### src/rtl/pll_phase_stepper_if.sv
// System-side request/status bundle for pll_phase_stepper.
// The master drives the step requests and the slave is the stepper.
interface pll_phase_stepper_if #(
  parameter int unsigned CNT_W = 8
) ();
  logic             req_valid;
  logic             req_ready;
  logic [1:0]       req_sel;
  logic             req_dir;
  logic             req_load;
  logic [CNT_W-1:0] req_steps;
  logic             busy;
  logic             done;
  logic             abort;

  modport master (
    output req_valid, req_sel, req_dir, req_load, req_steps,
    input  req_ready, busy, done, abort
  );

  modport slave (
    input  req_valid, req_sel, req_dir, req_load, req_steps,
    output req_ready, busy, done, abort
  );
endinterface

### src/rtl/pll_phase_stepper.sv
// Timed, lock-qualified driver for the EHXPLLL dynamic phase-adjust pins.
// Define PLL_PHASE_TRACK_EN to add per-output fine-phase position trackers.
module pll_phase_stepper #(
  parameter int unsigned SETUP_CYC    = 4,
  parameter int unsigned STEP_LOW_CYC = 4,
  parameter int unsigned SETTLE_CYC   = 16,
  parameter int unsigned CNT_W        = 8,
  parameter int unsigned LOCK_SYNC    = 2,
  parameter int unsigned PHASE_STEPS  = 56
) (
  input  logic                  clk,
  input  logic                  rst_n,
  input  logic                  locked,
  pll_phase_stepper_if.slave    bus,
  output logic [1:0]            phase_sel,
  output logic                  phase_dir,
  output logic                  phase_step,
  output logic                  phase_loadreg,
  output logic [7:0]            phase_pos
);

  localparam int unsigned TMR_MAX =
      (SETUP_CYC > STEP_LOW_CYC) ?
        ((SETUP_CYC > SETTLE_CYC) ? SETUP_CYC : SETTLE_CYC) :
        ((STEP_LOW_CYC > SETTLE_CYC) ? STEP_LOW_CYC : SETTLE_CYC);
  localparam int unsigned TMR_W = $clog2(TMR_MAX + 1);

  typedef enum logic [2:0] {StIdle, StSetup, StPulse, StSettle, StDone} state_e;

  state_e             state_q, state_d;
  logic [TMR_W-1:0]   tmr_q, tmr_d;
  logic [CNT_W-1:0]   cnt_q, cnt_d;
  logic [1:0]         sel_q, sel_d;
  logic               dir_q, dir_d;
  logic               load_q, load_d;
  logic               step_q, step_d;
  logic               ldreg_q, ldreg_d;
  logic               abort_q, abort_d;
  logic [LOCK_SYNC-1:0] sync_q;
  logic               lock_s;
  logic               step_done;
  logic               load_done;

  assign lock_s = sync_q[LOCK_SYNC-1];

  always_ff @(posedge clk or negedge rst_n) begin
    if (!rst_n) begin
      sync_q <= '0;
    end else begin
      sync_q <= {sync_q[LOCK_SYNC-2:0], locked};
    end
  end

  always_comb begin
    state_d   = state_q;
    tmr_d     = tmr_q;
    cnt_d     = cnt_q;
    sel_d     = sel_q;
    dir_d     = dir_q;
    load_d    = load_q;
    abort_d   = 1'b0;
    step_done = 1'b0;
    load_done = 1'b0;
    case (state_q)
      StIdle: begin
        if (lock_s && bus.req_valid) begin
          state_d = StSetup;
          tmr_d   = TMR_W'(SETUP_CYC - 1);
          sel_d   = bus.req_sel;
          dir_d   = bus.req_dir;
          load_d  = bus.req_load;
          cnt_d   = bus.req_steps;
        end
      end
      StSetup, StPulse, StSettle: begin
        if (!lock_s) begin
          // Lock loss kills the request; the active line returns high via step_d/ldreg_d.
          state_d = StIdle;
          abort_d = 1'b1;
          cnt_d   = '0;
        end else if (tmr_q != '0) begin
          tmr_d = tmr_q - TMR_W'(1);
        end else begin
          case (state_q)
            StSetup: begin
              if (!load_q && cnt_q == '0) begin
                state_d = StDone;
              end else begin
                state_d = StPulse;
                tmr_d   = TMR_W'(STEP_LOW_CYC - 1);
              end
            end
            StPulse: begin
              state_d   = StSettle;
              tmr_d     = TMR_W'(SETTLE_CYC - 1);
              cnt_d     = load_q ? '0 : cnt_q - CNT_W'(1);
              step_done = !load_q;
            end
            default: begin
              if (cnt_q != '0) begin
                state_d = StPulse;
                tmr_d   = TMR_W'(STEP_LOW_CYC - 1);
              end else begin
                state_d   = StDone;
                load_done = load_q;
              end
            end
          endcase
        end
      end
      StDone: begin
        state_d = StIdle;
      end
      default: begin
        state_d = StIdle;
      end
    endcase
    step_d  = !((state_d == StPulse) && !load_q);
    ldreg_d = !((state_d == StPulse) && load_q);
  end

  always_ff @(posedge clk or negedge rst_n) begin
    if (!rst_n) begin
      state_q <= StIdle;
      tmr_q   <= '0;
      cnt_q   <= '0;
      sel_q   <= 2'b00;
      dir_q   <= 1'b0;
      load_q  <= 1'b0;
      step_q  <= 1'b1;
      ldreg_q <= 1'b1;
      abort_q <= 1'b0;
    end else begin
      state_q <= state_d;
      tmr_q   <= tmr_d;
      cnt_q   <= cnt_d;
      sel_q   <= sel_d;
      dir_q   <= dir_d;
      load_q  <= load_d;
      step_q  <= step_d;
      ldreg_q <= ldreg_d;
      abort_q <= abort_d;
    end
  end

  assign bus.req_ready = (state_q == StIdle) && lock_s;
  // The abort cycle is already IDLE but still counts as busy.
  assign bus.busy      = (state_q != StIdle) || abort_q;
  assign bus.done      = (state_q == StDone);
  assign bus.abort     = abort_q;
  assign phase_sel     = sel_q;
  assign phase_dir     = dir_q;
  assign phase_step    = step_q;
  assign phase_loadreg = ldreg_q;

`ifdef PLL_PHASE_TRACK_EN
  logic [7:0] trk_q [4];
  logic [7:0] trk_d [4];

  function automatic logic [7:0] trk_next(input logic [7:0] v, input logic up);
    logic [7:0] r;
    if (up) begin
      r = (v == 8'(PHASE_STEPS - 1)) ? 8'd0 : v + 8'd1;
    end else begin
      r = (v == 8'd0) ? 8'(PHASE_STEPS - 1) : v - 8'd1;
    end
    return r;
  endfunction

  always_comb begin
    trk_d = trk_q;
    if (step_done) begin
      trk_d[sel_q] = trk_next(trk_q[sel_q], dir_q);
    end
    if (load_done) begin
      trk_d[sel_q] = 8'd0;
    end
  end

  always_ff @(posedge clk or negedge rst_n) begin
    if (!rst_n) begin
      for (int i = 0; i < 4; i++) begin
        trk_q[i] <= 8'd0;
      end
    end else begin
      trk_q <= trk_d;
    end
  end

  assign phase_pos = trk_q[bus.req_sel];
`else
  assign phase_pos = 8'd0;
`endif

endmodule

### src/flat_wrapper.sv
// flat-port wrapper written by rule: the top's interface ports become plain ports
module pll_phase_stepper_flat 
#(
  parameter int unsigned SETUP_CYC    = 4,
  parameter int unsigned STEP_LOW_CYC = 4,
  parameter int unsigned SETTLE_CYC   = 16,
  parameter int unsigned CNT_W        = 8,
  parameter int unsigned LOCK_SYNC    = 2,
  parameter int unsigned PHASE_STEPS  = 56
)
  (clk, rst_n, locked, phase_sel, phase_dir, phase_step, phase_loadreg, phase_pos, bus_req_valid, bus_req_sel, bus_req_dir, bus_req_load, bus_req_steps, bus_req_ready, bus_busy, bus_done, bus_abort);
  pll_phase_stepper_if #(.CNT_W(CNT_W)) bus_i ();
  input  logic clk;
  input  logic rst_n;
  input  logic locked;
  output logic [1:0] phase_sel;
  output logic phase_dir;
  output logic phase_step;
  output logic phase_loadreg;
  output logic [7:0] phase_pos;
  input wire logic [$bits(bus_i.req_valid)-1:0] bus_req_valid;
  input wire logic [$bits(bus_i.req_sel)-1:0] bus_req_sel;
  input wire logic [$bits(bus_i.req_dir)-1:0] bus_req_dir;
  input wire logic [$bits(bus_i.req_load)-1:0] bus_req_load;
  input wire logic [$bits(bus_i.req_steps)-1:0] bus_req_steps;
  output wire logic [$bits(bus_i.req_ready)-1:0] bus_req_ready;
  output wire logic [$bits(bus_i.busy)-1:0] bus_busy;
  output wire logic [$bits(bus_i.done)-1:0] bus_done;
  output wire logic [$bits(bus_i.abort)-1:0] bus_abort;
  assign bus_i.req_valid = bus_req_valid;
  assign bus_i.req_sel = bus_req_sel;
  assign bus_i.req_dir = bus_req_dir;
  assign bus_i.req_load = bus_req_load;
  assign bus_i.req_steps = bus_req_steps;
  assign bus_req_ready = bus_i.req_ready;
  assign bus_busy = bus_i.busy;
  assign bus_done = bus_i.done;
  assign bus_abort = bus_i.abort;
  pll_phase_stepper #(.SETUP_CYC(SETUP_CYC), .STEP_LOW_CYC(STEP_LOW_CYC), .SETTLE_CYC(SETTLE_CYC), .CNT_W(CNT_W), .LOCK_SYNC(LOCK_SYNC), .PHASE_STEPS(PHASE_STEPS)) u_core (.clk(clk), .rst_n(rst_n), .locked(locked), .bus(bus_i), .phase_sel(phase_sel), .phase_dir(phase_dir), .phase_step(phase_step), .phase_loadreg(phase_loadreg), .phase_pos(phase_pos));
endmodule
### config.mk
export PLATFORM = sky130hd
export DESIGN_NAME = pll_phase_stepper_flat
export DESIGN_NICKNAME = d
export VERILOG_FILES = /design/src/rtl/pll_phase_stepper_if.sv /design/src/rtl/pll_phase_stepper.sv /design/src/flat_wrapper.sv
export SDC_FILE = /design/constraint.sdc
export NUM_CORES = 1
export LEC_CHECK = 0
export CAP_MARGIN = 20
export CORE_UTILIZATION = 50
export CTS_BUF_LIST = sky130_fd_sc_hd__clkbuf_16
export DETAILED_ROUTE_END_ITERATION = 7
export PLACE_DENSITY = 0.88
export SLEW_MARGIN = 40
export SYNTH_ARGS = -nofsm -noshare
export SYNTH_HDL_FRONTEND = slang
export SYNTH_SLANG_ARGS = --single-unit
### constraint.sdc
create_clock -name clk -period 2.46 [get_ports clk]
set_clock_uncertainty 0.1 [all_clocks]
set_input_delay 0.492 -clock clk [delete_from_list [all_inputs] [get_ports clk]]
set_output_delay 0.492 -clock clk [all_outputs]
set_load 0.02 [all_outputs]
**Word level (Yosys, flattened, before mapping)**

Cells that the tools add are included.

- Bits in registers: 25
- Bits of input ports: 16

- Reductions and logical operators: 19
- Add/sub/neg operators: 2
- Multiplexer cells: 22
- Equality and inequality tests: 11

Operators by type and width:

| kind | count |
|---|---|
| $mux 8 | 5 |
| $mux 5 | 5 |
| $pmux 5 s2 | 2 |
| $pmux 8 s2 | 1 |
| $mux 3 | 5 |
| $pmux 3 s2 | 2 |
| $eq 3x2->1 const B | 3 |
| $logic_not 8->1 | 1 |
| $reduce_bool 8->1 | 1 |
| $sub 8x1->8 const B | 1 |
| $ne 3x3->1 const B | 2 |
| $logic_and 1x1->1 | 5 |
| $ne 5x1->1 const B | 1 |
| $reduce_and 5->1 | 1 |
| $reduce_bool 5->1 | 1 |
| $sub 5x1->5 const B | 1 |
| $ne 2x1->1 const B | 2 |
| $ne 4x3->1 const B | 1 |
| $reduce_and 4->1 | 1 |
| $eq 3x1->1 const B | 1 |
| $eq 3x3->1 const B | 1 |
| $logic_not 1->1 | 3 |
| $logic_not 3->1 | 1 |
| $reduce_bool 3->1 | 1 |
| 5 further kinds | 6 |

**Longest topological paths before layout**

- Depth after elaboration: 10
- Depth in mapped cells: 7

**Worst setup path before layout**

Ideal clock, no wire load.

- Path kind: reg-to-reg
- Start point: reg u_core.tmr_q[0]
- End point: reg u_core.tmr_q[1]
- Data arrival time: 1.661 ns
- Setup time: 0.079 ns
- Required time: 2.281 ns
- Stages on the path, launching flop included: 7
- Path slack: 0.620 ns
- Period minus slack after synthesis: 1.840 ns
- Cells stage by stage: dfrtp_1 > inv_1 > ha_1 > nor4b_4 > nand4_4 > o21ai_4 > mux2i_1

- Cells in the longest elaborated chain, start to end: 4

Ends and longest elaborated chain:

| what | line | RTL |
|---|---|---|
| start, declared | pll_phase_stepper.sv:31 | `logic [TMR_W-1:0] tmr_q, tmr_d;` |
| start signal, assigned | pll_phase_stepper.sv:135 | `tmr_q <= tmr_d;` |
| $sub 5x1->5 or $reduce_bool 5->1 (tied branches) | pll_phase_stepper.sv:82, pll_phase_stepper.sv:81 |  |
| $mux 5 | pll_phase_stepper.sv:81 | `end else if (tmr_q != '0) begin` |
| $mux 5 | pll_phase_stepper.sv:76 | `if (!lock_s) begin` |
| $pmux 5 s2 | pll_phase_stepper.sv:64 | `case (state_q)` |

Several ways; a longest one is shown, not always the timed one. The select of a mux whose other input is x is not followed.
A chain may end at the register's enable or synchronous reset.

**Worst setup path in the final report**

- Start point: reg u_core.state_q[0]
- End point: out bus_req_ready

- Cells in the longest elaborated chain, start to end: 2

Ends and longest elaborated chain:

| what | line | RTL |
|---|---|---|
| start, declared | pll_phase_stepper.sv:30 | `state_e state_q, state_d;` |
| start signal, assigned | pll_phase_stepper.sv:124 | `state_q <= StIdle;` |
| start signal, assigned | pll_phase_stepper.sv:134 | `state_q <= state_d;` |
| $logic_not 3->1 | pll_phase_stepper.sv:146 | `assign bus.req_ready = (state_q == StIdle) && lock_s;` |
| $logic_and 1x1->1 | pll_phase_stepper.sv:146 |  |
| end, declared | flat_wrapper.sv:26 | `output wire logic [$bits(bus_i.req_ready)-1:0] bus_req_ready;` |

Every way passes these cells.

==> results_dict.tcl <==
set metrics [dict create \
    tightest_slew_ns 0.559 \
    cp_slowest_cell "clkdlybuf4s50_1" \
    wl_per_cell_um 15.4 \
    clk_latency_ns 0.26 \
    ys_warn_count 0 \
    hp-class "register to register" \
    fp.dieW_um 57.0 \
    drt_iter0_markers 50 \
    grt_pass1_wl_mm 5.78 \
    clk_pin_slew_ns 0.06 \
    pin_count 33 \
    switching_share 0.334 \
    worstHoldEndpoint "u_core.sync_q[1]" \
    post-route-min-period_ns 2.36 \
    rrSetupSlack_ns 0.41 \
    place_congestion 0.842 \
    core_area_um2 2810 \
    grt_max_degree 26 \
    cp_max_fo 8 \
    r2r_end "u_core.tmr_q[1]" \
    drv_slew 0 \
    crit_family "buffers and inverters" \
    first_pass_iters 6 \
    drc_errors 5 \
    numCtsBuffers 3 \
    worst-path-buf-inv 1 \
    p_clk_frac 0.289 \
    setup_ws_ns 0.103 \
    yosysUniqueCellTypes 46 \
    leakage_nw 0.758 \
    hold_buffers 0 \
    crit_chain "or2_1 -> nor2_1 -> clkdlybuf4s50_1" \
    final_cells 209 \
    pre_cts_slack_ns 0.280 \
    die_h_um 57.0 \
    final.setup.tns_ns 0 \
    grt-ovfl-total 0 \
    comb_power_share 0.293 \
    critPathLaunchType "register" \
    crit_path_end_kind "output port" \
    vias 1240 \
    arrival_ns 1.76 \
    ir_drop_mv 0.385 \
    crit_required_ns 1.87 \
    synth-seq-cells 25 \
    max_slew_margin 0.627 \
    syn_to_final_growth_pct 22.1 \
    p_int_w 0.000853 \
    crit_start "u_core.state_q[0]" \
    clock-sinks 25 \
    hp-start "u_core.sync_q[0]" \
    n_antenna_cell 0 \
    final_nets 198 \
    max_freq_mhz 424 \
    yosysMostFrequentCell "dfrtp_1" \
    syn-mean-instance-area_um2 9.95 \
    hold_viol_final 0 \
    track_usage 0.229 \
    tritoncts "built" \
    synth.yosys.seq_area_share 0.415 \
    synth-edff-count 0 \
    root_buffer "clkbuf_16" \
    rsz0062_at_grt "no" \
    drive_above_1_share 0.152 \
    antenna_found_initial 0 \
    seq_power_share 0.418 \
    syn-cell-area_um2 1510 \
    dp_cells 205 \
    grt_pass1_vias 1296 \
    reg2reg_from "u_core.cnt_q[0]" \
    regArea_um2 628 \
    synth.area.top_cells "dfrtp_1 38%, o21ai_1 4.6%, buf_4 4.0%" \
    drtAntennaViolNets 0 \
    status "complete, but fails checks" \
    vias_per_cell 5.93 \
    synth_top_cell_by_area "dfrtp_1" \
    multi_input_area_um2 787 \
    cts_max_path_buffers 2 \
    postCtsSetupRepairBufs 0 \
    cpPeakStageDelay_ns 0.63 \
    drt_wl_total_mm 3.21 \
    io_buffers 24 \
    fin_crit_sh 0.958 \
    synthCells 152 \
    hpwl_mm 2.40 \
    die_area_um2 3250 \
    synth_top_area_frac 0.380 \
    p_per_area_nw_per_um2 693 \
    r2r_cells 6 \
    rows 19 \
    whs_ns 0.257 \
    cts-htree-levels 1 \
    async_reset_ff_frac 1.00 \
    maxCapViolCount 0 \
    fill_cells 237 \
    whs_path_depth 0 \
    switchingPower_w 0.000427 \
    initial_core_util 0.539 \
    synth_commonest_cells "23 x dfrtp_1, 14 x o21ai_1, 12 x nor2_1, 9 x nor3_1, 8 x buf_4" \
    violations "DRC" \
    crit_type "register to output port" \
    setup_viol 0 \
    synthFlopType "dfrtp_1" \
]
[flip-flops by register name (all words and copies together) (netlist names)]
name / count
u_core.bus.abort: 1
u_core.cnt_q: 8
u_core.load_q: 1
u_core.phase_dir: 1
u_core.phase_loadreg: 1
u_core.phase_sel: 2
u_core.phase_step: 1
u_core.state_q: 3
u_core.sync_q: 2
u_core.tmr_q: 5
[kinds of logic after synthesis]
| logic type | count (synthesis) | share of synthesized area |
|---|---|---|
| buffers and inverters | 22 | 0.0819 |
| AO/OA/AOI/OAI | 48 | 0.240 |
| AND/OR/NAND/NOR | 48 | 0.199 |
| other | 1 | 0.00248 |
| multiplexers | 5 | 0.0364 |
| adder cells (fa/ha/maj) | 3 | 0.0248 |
| flip-flops | 25 | 0.415 |
[routing by layer]
| metal | global-route usage | part of all wire |
|---|---|---|
| met1 | 0.288 | 0.45 |
| met2 | 0.385 | 0.51 |
| met3 | 0.0385 | 0.024 |
| met4 | 0.111 | 0.013 |
| met5 | 0 | 0 |
[power groups by stage]
stage	registers, W	logic (W)	clock network [W]
3_5_place_dp	0.000540	0.000374	0
3_3_place_gp	0.000537	0.000357	0
5_1_grt	0.000544	0.000414	0.000393
2_1_floorplan	0.000545	0.000252	0
4_1_cts	0.000534	0.000373	0.000372
6_report	0.000535	0.000375	0.000370
[layout make-up]
class,count,share of cell area
clock buffers,3,0.0407
clock inverters,1,0.00407
well taps,31,0.0210
flip-flops and latches,25,0.340
multi-input cells,112,0.426
repair buffers,30,0.154
inverters,7,0.0142
[metrics by stage]
| stage | cell area [um^2] | power [W] | util |
|---|---|---|---|
| floorplan | 1540 | 0.000797 | - |
| global placement | 1770 | 0.000894 | 0.629 |
| detailed placement | 1770 | 0.000914 | 0.629 |
| CTS | 1850 | 0.00128 | 0.658 |
| global route | 1850 | 0.00135 | 0.658 |
| finish | 1850 | 0.00128 | 0.658 |
[how the worst max path moves through the flow]
stage / end / slack, ns / cells after the start
CTS: bus_req_ready / 0.1 / 3
finish: bus_req_ready / 0.10 / 3
detailed placement: bus_busy / 0.28 / 3
floorplan: u_core.tmr_q[1] / 0.62 / 6
global placement: bus_busy / 0.30 / 3
global route: bus_req_ready / 0.01 / 3
[cells in the final DEF (no fill, tap or decap), types with 3 or more instances in the layout]
cell type,count
ha_1,3
inv_1,7
nor3_1,9
a211oi_1,7
nor2_1,12
a22oi_1,3
clkbuf_16,3
mux2_2,4
dfrtp_1,23
clkdlybuf4s50_1,23
a32oi_1,4
buf_4,6
nand2_1,6
nand2b_1,3
conb_1,8
o21ai_1,14
nor2b_1,4
a21oi_1,5
[timing repair]
item,4_1_cts,5_1_grt
gates resized for setup,1,0
hold endpoints to repair,0,0
setup endpoints to repair,1,0
Power figures use the tool's default switching activity.
